<file path="src/rtl/thunderbird_pkg.sv">
// Shared state encoding and lamp patterns for the Thunderbird tail-light sequencer.
// Lamp vectors are ordered {lc, lb, la, ra, rb, rc}.
package thunderbird_pkg;

    typedef enum logic [2:0] {
        IDLE = 3'd0,
        L1   = 3'd1,
        L2   = 3'd2,
        L3   = 3'd3,
        R1   = 3'd4,
        R2   = 3'd5,
        R3   = 3'd6,
        LR3  = 3'd7
    } state_t;

    localparam logic [5:0] PAT_IDLE = 6'b000_000;
    localparam logic [5:0] PAT_L1   = 6'b001_000;
    localparam logic [5:0] PAT_L2   = 6'b011_000;
    localparam logic [5:0] PAT_L3   = 6'b111_000;
    localparam logic [5:0] PAT_R1   = 6'b000_100;
    localparam logic [5:0] PAT_R2   = 6'b000_110;
    localparam logic [5:0] PAT_R3   = 6'b000_111;
    localparam logic [5:0] PAT_LR3  = 6'b111_111;

    function automatic logic [5:0] lamp_pattern(input state_t s);
        logic [5:0] p;
        p = PAT_IDLE;
        case (s)
            L1:      p = PAT_L1;
            L2:      p = PAT_L2;
            L3:      p = PAT_L3;
            R1:      p = PAT_R1;
            R2:      p = PAT_R2;
            R3:      p = PAT_R3;
            LR3:     p = PAT_LR3;
            default: p = PAT_IDLE;
        endcase
        return p;
    endfunction

endpackage

</file>
<file path="src/rtl/sync_bit.sv">
// Multi-flop synchroniser for one asynchronous switch input.
module sync_bit #(
    parameter int SYNC_STAGES = 2
) (
    input  logic clk,
    input  logic rst,
    input  logic d,
    output logic q
);

    logic [SYNC_STAGES-1:0] sr;

    always_ff @(posedge clk or posedge rst) begin
        if (rst) begin
            sr <= '0;
        end else begin
            sr <= {sr[SYNC_STAGES-2:0], d};
        end
    end

    assign q = sr[SYNC_STAGES-1];

endmodule

</file>
<file path="src/rtl/thunderbird_tail_fsm.sv">
// Thunderbird tail-light sequencer: synchronised switches drive a Moore FSM
// that steps once per clk_en strobe, with registered lamp outputs.
//
// state | meaning
// IDLE  | all lamps off, waiting for a switch
// L1    | la on
// L2    | la, lb on
// L3    | la, lb, lc on
// R1    | ra on
// R2    | ra, rb on
// R3    | ra, rb, rc on
// LR3   | all six on (hazard, or left and right together)
module thunderbird_tail_fsm
    import thunderbird_pkg::*;
#(
    parameter int SYNC_STAGES = 2
) (
    input  logic clk,
    input  logic rst,
    input  logic clk_en,
    input  logic left,
    input  logic right,
    input  logic haz,
    output logic la,
    output logic lb,
    output logic lc,
    output logic ra,
    output logic rb,
    output logic rc,
    output logic busy
);

    logic   left_s;
    logic   right_s;
    logic   haz_s;
    state_t state;
    state_t next_state;
    logic [5:0] lamps;

    sync_bit #(.SYNC_STAGES(SYNC_STAGES)) u_sync_left (
        .clk (clk),
        .rst (rst),
        .d   (left),
        .q   (left_s)
    );

    sync_bit #(.SYNC_STAGES(SYNC_STAGES)) u_sync_right (
        .clk (clk),
        .rst (rst),
        .d   (right),
        .q   (right_s)
    );

    sync_bit #(.SYNC_STAGES(SYNC_STAGES)) u_sync_haz (
        .clk (clk),
        .rst (rst),
        .d   (haz),
        .q   (haz_s)
    );

    // Turn sequences run to completion unless the hazard switch pre-empts them.
    always_comb begin
        next_state = IDLE;
        case (state)
            IDLE: begin
                if (haz_s || (left_s && right_s)) begin
                    next_state = LR3;
                end else if (left_s) begin
                    next_state = L1;
                end else if (right_s) begin
                    next_state = R1;
                end else begin
                    next_state = IDLE;
                end
            end
            L1:      next_state = haz_s ? LR3 : L2;
            L2:      next_state = haz_s ? LR3 : L3;
            L3:      next_state = haz_s ? LR3 : IDLE;
            R1:      next_state = haz_s ? LR3 : R2;
            R2:      next_state = haz_s ? LR3 : R3;
            R3:      next_state = haz_s ? LR3 : IDLE;
            LR3:     next_state = IDLE;
            default: next_state = IDLE;
        endcase
    end

    // Lamps and busy are decoded from next_state so they land on the same edge as state.
    always_ff @(posedge clk or posedge rst) begin
        if (rst) begin
            state <= IDLE;
            lamps <= PAT_IDLE;
            busy  <= 1'b0;
        end else if (clk_en) begin
            state <= next_state;
            lamps <= lamp_pattern(next_state);
            busy  <= (next_state != IDLE);
        end
    end

    assign lc = lamps[5];
    assign lb = lamps[4];
    assign la = lamps[3];
    assign ra = lamps[2];
    assign rb = lamps[1];
    assign rc = lamps[0];

endmodule

</file>
<file path="config.mk">
export PLATFORM = sky130hd
export DESIGN_NAME = thunderbird_tail_fsm
export DESIGN_NICKNAME = d
export VERILOG_FILES = /design/src/rtl/thunderbird_pkg.sv /design/src/rtl/sync_bit.sv /design/src/rtl/thunderbird_tail_fsm.sv
export SDC_FILE = /design/constraint.sdc
export NUM_CORES = 1
export LEC_CHECK = 0
export CORE_MARGIN = 2
export CORE_UTILIZATION = 40
export CTS_BUF_LIST = sky130_fd_sc_hd__clkbuf_8 sky130_fd_sc_hd__clkbuf_16
export CTS_CLUSTER_SIZE = 20
export DETAILED_ROUTE_END_ITERATION = 7
export SLEW_MARGIN = 25
export SYNTH_ARGS = -nofsm -noshare
export SYNTH_HDL_FRONTEND = slang
export SYNTH_SLANG_ARGS = --single-unit
</file>
<file path="constraint.sdc">
create_clock -name clk -period 1.6 [get_ports clk]
set_input_delay 0.32 -clock clk [delete_from_list [all_inputs] [get_ports clk]]
set_output_delay 0.32 -clock clk [all_outputs]
set_load 0.02 [all_outputs]
</file>
==> results.md, run 1 <==
- The category of the critical setup timing path is reg2out.
- In this run the cell area of the synthesized design comes to 673 um^2.
- The footprint of the flip-flops and latches is 400 um^2.
- At the pin with the least slew margin, the transition time is 0.353 ns.
- The final cycle utilization of the critical path is 95.8%.
- The clock passes through at most 2 buffers.
- The simple logic cell fraction of the synthesized area is 11.0%.
- The CTS H-tree depth is 1.
- The floorplan die width is 45.0 um.
- The clock root buffer is clkbuf_8.
- The buffer count from post-CTS setup fixing is 0.
- TritonCTS built the clock tree.
- Counting flops and latches in the post-synthesis netlist gives 16.
- Clock-pin slew was measured on the worst setup and hold paths at 0.06 ns.
- The number of buffers added by the clock tree synthesis step is 3.
- Setup violations remaining at the end of the flow were counted as 0.
- The tool flagged a number of max-cap violations equal to 0.
- The via count of the first global-routing pass is 482.
- The post-synthesis compound-gate area fraction is 23.0%.
- The layout has 135 filler cells.
- In the routed layout, each cell is associated on average with a via count of 5.36.
- 13 I/O pins were placed.
- The post-route netlist has 16.4% of its cells at a drive strength greater than 1.
- The number of antenna diodes in the final layout is 0.
- The shortest period the worst path allows is 1.53 ns.
- The run finished with clean final reports.
- Compared with the post-synthesis result, the final layout area differs by 30.7%.
- The nature of the critical path startpoint is a flip-flop.
- The maximum net fanout on the critical path is 2.
- The worst pin sits at a relative slew slack of 76.3%.
- By area the synthesized netlist is led by dfrtp_1, inv_1, o2bb2ai_1.
- Measured against the total synthesized area, the mux share comes to 1.67%.
- Based on the critical path, the design can be clocked at up to 652 MHz.
- Setup repair after global routing left no endpoint under its margin.
- In this run the remaining antenna-violating nets after routing total 0.
- The most frequent standard cell in the layout excluding fill and tap cells is dfrtp_1.
- The post-DP HPWL is 878 um.
- The number of distinct standard cells referenced by the synthesized netlist is 27.
- For the worst setup path, the data required time is 1.28 ns.
- The critical path arrival is 1.21 ns.
- The pre-antenna-repair detailed-routing pass consisted of 4 iterations.
- Dividing the synthesized area by the synthesized cell count gives 12.0 um^2.
- The leakage power figure is 0.376 nW.
- The iteration-0 DRC count of the detailed router is 11.
- Summed over all instances, the cell type with the most area after synthesis is dfrtp_1.
- Post-CTS repair changed the size of 0 cells.
- The total buffers and inverters traversed by the critical path is 1.
- The sort of element at the end of the critical path is an output port.
- The family with the most delay on the worst path is buffers and inverters.
- The area taken by multi-input logic gates is 250 um^2.
- After floorplanning, the core was sized to cover 0.00154 mm^2.
- The initial utilization of the core area, before any placement, comes to 43.7%.
- After synthesis, the largest area contributor takes up 59.5% of total cell area.
- Clock latency on the worst-skew pair, taken at its later pin, is 0.25 ns.
- Synthesis handed over a netlist of 56 instances.
- The library cells used most frequently in the layout, excluding fill and tap cells, are dfrtp_1, clkdlybuf4s50_1, inv_1.
- The initial antenna violation count came to 0.
- The post-synthesis share of cell area spent on full adders, half adders and majority gates is 1.49%.
- The synthesized netlist devotes 0% of its cell area to XOR and XNOR gates.
- Adding up every negative setup slack in the final design gives 0 ns.
- Clock skew on the completed layout was measured at 0.00536 ns.
- The final hold violation count came to 0.
- Global routing finished with a remaining overflow of 0.
- The worst hold path belongs to the class reg2reg.
- Entering global routing, the biggest net connects 17 pins.
- The global-route wire length before repair is 2140 um.
- After the last flow step, the layout net total stands at 80.
- IR analysis of the VDD net gives a maximum drop of 0.000834 V.
- The main combinational cell family by area after synthesis is compound AO/OA/AOI/OAI gates.
- In this run the tool buffered the top-level ports with 12 buffer cells.
- The total number of vias is 477.
- The net count after synthesis is 62.
- For this design, the slowest cell found on the critical path is clkdlybuf4s50_1.
- In this run, post-CTS hold repair placed 0 buffers.
- The final layout contains routed wiring with a total length of 1220 um.
- The remaining design rule violation count is 0.
- From bottom edge to top edge, the die measures 45.0 um.
- The sequential share of the synthesized area is 59.5%.
- The total global routing track utilization is 14.9%.
- The final weighted congestion of routability-driven global placement is 0.694.
- Clock tree synthesis found a total of 16 sinks.
- The number of pins exceeding their max-slew limit in the final report is 0.
- The die covers 0.00203 mm^2.
- At the end of the flow the core is filled with cells to 57.1%.
- During synthesis, Yosys emitted a total of 0 warnings.
- The average detailed-routed wire length per instance is 13.7 um.
- The delay of the slowest cell on the worst path is 0.61 ns.
- In this run the core area contains 14 standard-cell rows.
- The final hold slack is 0.347 ns.
- The total power divided by cell area is 1660 mW/mm^2.
- Traced cell by cell, the critical path runs through clkdlybuf4s50_1.
-- per-stage QoR --
step	cells	setup WS (ns)	total power, mW	instance area, um^2
2_1_floorplan	56	0.247	0.906	673
3_3_place_gp	85	0.194	1.11	825
3_5_place_dp	85	0.174	1.12	825
4_1_cts	89	0.0552	1.48	880
5_1_grt	89	0.0305	1.56	880
6_report	89	0.0674	1.46	880
-- synth_stat cells --
| master | n |
|---|---|
| a21boi_1 | 1 |
| o2bb2ai_1 | 2 |
| o31ai_2 | 1 |
| o2111ai_2 | 1 |
| nor3_1 | 1 |
| inv_1 | 5 |
| a22oi_1 | 1 |
| a21bo_4 | 1 |
| dfrtp_1 | 16 |
| or3b_1 | 1 |
| nand3_1 | 1 |
| nor2_1 | 3 |
| a31oi_1 | 1 |
| and2_1 | 1 |
| o21ai_1 | 3 |
| a21oi_1 | 3 |
| nand2_1 | 4 |
| o211ai_1 | 1 |
| maj3_1 | 1 |
| a32o_1 | 1 |
| a32oi_1 | 1 |
| nand4bb_2 | 1 |
| clkbuf_1 | 1 |
| o31ai_1 | 1 |
| o21ai_2 | 1 |
| mux2_2 | 1 |
| nor2b_1 | 1 |
-- worst paths after layout --
kind	startpoint	to	slack, ns	cells after the start
max	lamps[0]	rc	0.07	1
min	u_sync_left.sr[0]	u_sync_left.sr[1]	0.35	0
max reg2reg	state[2]	lamps[3]	0.16	4
min reg2reg	u_sync_left.sr[0]	u_sync_left.sr[1]	0.35	0
max in group asynchronous	rst	u_sync_left.sr[1]	1.04	3
min in group asynchronous	rst	lamps[0]	0.37	3
-- cells by family (layout without fill, tap and decap cells) --
logic type / after synthesis / in the layout
AOI/OAI and AO/OA: 19 / 19
adders and majority gates: 1 / 1
buffers and inverters: 6 / 23
DFF: 16 / 16
muxes: 1 / 1
and+or+nand+nor: 13 / 13
-- state kept, by name, summed over array words and instances, names as in the netlist --
name	cells
busy	1
lamps	6
state	3
u_sync_haz.sr	2
u_sync_left.sr	2
u_sync_right.sr	2
-- final cells by class --
class | instances | area share, %
tap | 16 | 2.28
inverter | 5 | 2.13
multi-input combinational | 34 | 28.4
timing repair buffer | 14 | 15.4
clock buffer | 4 | 6.26
sequential | 16 | 45.5
-- worst register-to-register path, delay by kind of cell (launching register included) --
| kind | cells | cell delay, ns |
|---|---|---|
| and+or+nand+nor | 1 | 0.42 |
| DFF | 1 | 0.46 |
| AOI/OAI and AO/OA | 3 | 0.48 |
-- metal layers --
layer  up-vias  GRT usage [%]  wire length, um
met5         -              0                0
met4         0           7.06                0
met3         0           3.60               33
met2        12           20.3              531
met1       226           22.1              650
li1        239              -                -
-- report_power, final --
group	switching (mW)	total, mW	leakage (nW)	internal (mW)
clock network	0.131	0.349	0.0288	0.218
registers	0.0858	0.588	0.186	0.502
logic	0.265	0.522	0.161	0.257
No activity file was read; power rests on OpenSTA's default activity.
==> run 2, diff against run 1 <==
--- a/config.mk
+++ b/config.mk
@@ -10,6 +10,7 @@
 export CTS_BUF_LIST = sky130_fd_sc_hd__clkbuf_8 sky130_fd_sc_hd__clkbuf_16
 export CTS_CLUSTER_SIZE = 20
 export DETAILED_ROUTE_END_ITERATION = 7
+export GPL_TIMING_DRIVEN = 0
 export SLEW_MARGIN = 25
 export SYNTH_ARGS = -nofsm -noshare
 export SYNTH_HDL_FRONTEND = slang
==> constraint.sdc (replaced) <==
create_clock -name clk -period 1.9 [get_ports clk]
set_input_delay 0.38 -clock clk [delete_from_list [all_inputs] [get_ports clk]]
set_output_delay 0.38 -clock clk [all_outputs]
set_load 0.02 [all_outputs]
==> run 2 against run 1 <==
Against the previous run:
- sequential cell count stayed put
- first-iteration DRC count decreased by 36%
- register-to-register slack improved by 0.27 ns
- largest power group unchanged
- via count is 0.63% lower
- utilization shrank 0.73 points
- design area decreased by 1.3%
- clock skew decreased by 0.0037 ns
- critical endpoint is now lc
- worst setup slack gained 0.25 ns
- clock power decreased by 14%
- total power down 16%
==> results.md, run 2 (synthesized netlist as in run 1, its figures left out) <==
- The classification of the worst-slack hold path is reg2reg (unchanged).
- The final weighted congestion of routability-driven global placement is 0.719 (was 0.694).
- The total inserted antenna cells is 0 (unchanged).
- Setup repair after global routing missed its margin: false (unchanged).
- The via count of the first global-routing pass is 422 (was 482).
- The height of the die is 45.0 um (unchanged).
- The delay of the slowest cell on the worst path was 0.61 ns (about the same).
- The total internal power was 820 uW (was 977 uW).
- The starting density of the core is 43.7% (unchanged).
- Worst path cell trace: clkdlybuf4s50_1 (unchanged).
- The maximum resistive drop on vdd came to 0.000610 V (was 0.000834 V).
- The maximum number of pins on one net before global-route repair is 17 (unchanged).
- The normalized max-slew margin is 60.1% (was 76.3%).
- The slew of the pin with the lowest slew margin came to 0.597 ns (was 0.353 ns).
- The total number of vias was 474 (was 477).
- The family with the most delay on the worst path was buffers and inverters (unchanged).
- The hold buffer count at CTS came to 0 (unchanged).
- The sink count of the clock tree is 16 (unchanged).
- The CTS tree was yes (unchanged).
- The portion of total power attributed to combinational logic was 35.5% (was 35.7%).
- The number of maximum-capacitance constraint violations came to 0 (unchanged).
- The clock root buffer is clkbuf_8 (unchanged).
- The final critical path takes up 83.1% of the cycle.
- The post-DP HPWL is 845 um (was 878 um).
- Most frequent cells in the layout: dfrtp_1, clkdlybuf4s50_1, inv_1 (unchanged).
- The nature of the critical path startpoint is a flip-flop (unchanged).
- The total power divided by cell area is 1410 mW/mm^2 (was 1660 mW/mm^2).
- The fraction of power spent switching nets is 33.1% (about the same).
- The register containing the most flip-flops in the final layout is lamps (unchanged).
- The cell row count came to 14 (unchanged).
- The initial antenna violation count is 0 (unchanged).
- The number of nets in the finished design is 79 (was 80).
- The clock tree buffer depth was 2 (unchanged).
- The clock latency on the worst-skew pair is 0.24 ns (was 0.25 ns).
- The total congestion overflow is 0 (unchanged).
- The CTS H-tree depth is 1 (unchanged).
- The shortest period the worst path allows is 1.58 ns.
- The global-route wire length before repair is 1930 um (was 2140 um).
- The post-CTS clock slew at the launch and capture registers of the worst setup and hold paths is 0.06 ns (about the same).
- The total global routing track utilization is 13.9% (was 14.9%).
- The post-cts gate resize count was 0 (unchanged).
- The area enclosed by the die boundary is 0.00203 mm^2 (unchanged).
- The number of detailed-routing iterations run before antenna repair is 4 (unchanged).
- The final hold violation count was 0 (unchanged).
- The share of post-route cells with drive strength above 1 is 13.9% (was 16.4%).
- The final wirelength is 1200 um (was 1220 um).
- The data required time of the worst path is 1.52 ns (was 1.28 ns).
- The category of the critical setup timing path was reg2out (unchanged).
- The buffer count from post-CTS setup fixing is 0 (unchanged).
- The number of nets with antenna violations after routing came to 0 (unchanged).
- The floorplan die width is 45.0 um (unchanged).
- The share of total power in the clock network is 24.4% (was 23.9%).
- The average detailed-routed wire length per instance is 13.7 um (about the same).
- The peak clock frequency supported by timing is 634 MHz.
- The most frequent standard cell in the layout excluding fill and tap cells is dfrtp_1 (unchanged).
- The sort of element at the end of the critical path is an output port (unchanged).
- The slowest cell on the critical path is clkdlybuf4s50_1 (unchanged).
- The remaining design rule violation count is 0 (unchanged).
- The number of pins exceeding their max-slew limit in the final report was 0 (unchanged).
- The final core utilization is 56.3% (was 57.1%).
- The setup slack of the most critical reg-to-reg path is 0.43 ns (was 0.16 ns).
- Run status: completed (unchanged).
- The number of input and output port buffers inserted was 12 (unchanged).
- The leakage power figure was 0.367 nW (was 0.376 nW).
- The I/O pin count is 13 (unchanged).
- The maximum net fanout on the critical path is 2 (unchanged).
- The number of buffers added by the clock tree synthesis step is 3 (unchanged).
- The post-route setup TNS is 0 ns (unchanged).
- The setup violation total in the final timing report is 0 (unchanged).
- The iteration-0 DRC count of the detailed router is 7 (was 11).
- The area inside the core boundary is 0.00154 mm^2 (unchanged).
- The number of fillers in the final layout is 140 (was 135).
- The per-cell via count in the routed design was 5.39 (was 5.36).
- The critical path arrival came to 1.20 ns (was 1.21 ns).
- The relative area change from synthesis to final layout was 29.0% (was 30.7%).
- Top flop regs: lamps (6), state (3) (unchanged).
- The final hold slack was 0.349 ns (was 0.347 ns).
- The part of the power in registers came to 40.1% (was 40.3%).
- The setup skew after layout was 0.00170 ns (was 0.00536 ns).
- The total buffers and inverters traversed by the critical path is 1 (unchanged).
- The net switching power figure is 406 uW (was 482 uW).
- The number of flip-flops under the largest register name came to 6 (unchanged).
[run 2: worst paths after layout]
check / startpoint / to / depth (start not counted)
setup / recovery: lamps[5] / lc / 1
hold / removal: u_sync_right.sr[0] / u_sync_right.sr[1] / 0
setup reg to reg: state[2] / lamps[3] / 4
hold reg to reg: u_sync_right.sr[0] / u_sync_right.sr[1] / 0
max in group asynchronous: rst / busy / 2
min in group asynchronous: rst / u_sync_haz.sr[0] / 2
[run 2: power by group through the flow]
stage                     sequential, mW  combinational (mW)  clock, mW
final                              0.492               0.436      0.299
after global placement             0.498               0.437          0
after detailed placement           0.500               0.436          0
after global routing               0.506               0.470      0.324
after floorplan                    0.561               0.202          0
after CTS                          0.495               0.439      0.311
[run 2: layer usage]
metal	track usage (%)	part of all wire [%]
met1	19.2	52
met2	18.6	42
met3	3.60	3.2
met4	10.6	2.0
met5	0	0
[run 2: per-stage QoR]
step,total power [mW],instance area [um^2],setup WS [ns],std cells
3_3_place_gp,0.935,813,0.247,84
4_1_cts,1.24,868,0.304,88
3_5_place_dp,0.936,813,0.266,84
2_1_floorplan,0.763,673,0.547,56
6_report,1.23,868,0.322,88
5_1_grt,1.30,868,0.272,88
[run 2: area by class of cell]
class	count	area [um^2]	area share, %
sequential	16	400	46.1
multi-input combinational	34	250	28.8
timing repair buffer	12	120	13.8
clock buffer	4	55.1	6.34
tap	16	20.0	2.31
inverter	5	18.8	2.16
buffer	1	3.75	0.432
==> run 3, diff against run 2 <==
==> constraint.sdc (replaced) <==
create_clock -name clk -period 1.6 [get_ports clk]
set_input_delay 0.32 -clock clk [delete_from_list [all_inputs] [get_ports clk]]
set_output_delay 0.32 -clock clk [all_outputs]
set_load 0.02 [all_outputs]
==> results of run 3 <==
The final DEF is identical to that of run 2. Status: completed.
Among the figures that moved: setup slack after placement 0.266 ns -> 0.0260 ns; setup slack after layout 0.322 ns -> 0.0820 ns; register-to-register setup slack 0.43 ns -> 0.13 ns; total power 1.23 mW -> 1.46 mW; worst IR drop on VDD 0.000610 V -> 0.000724 V
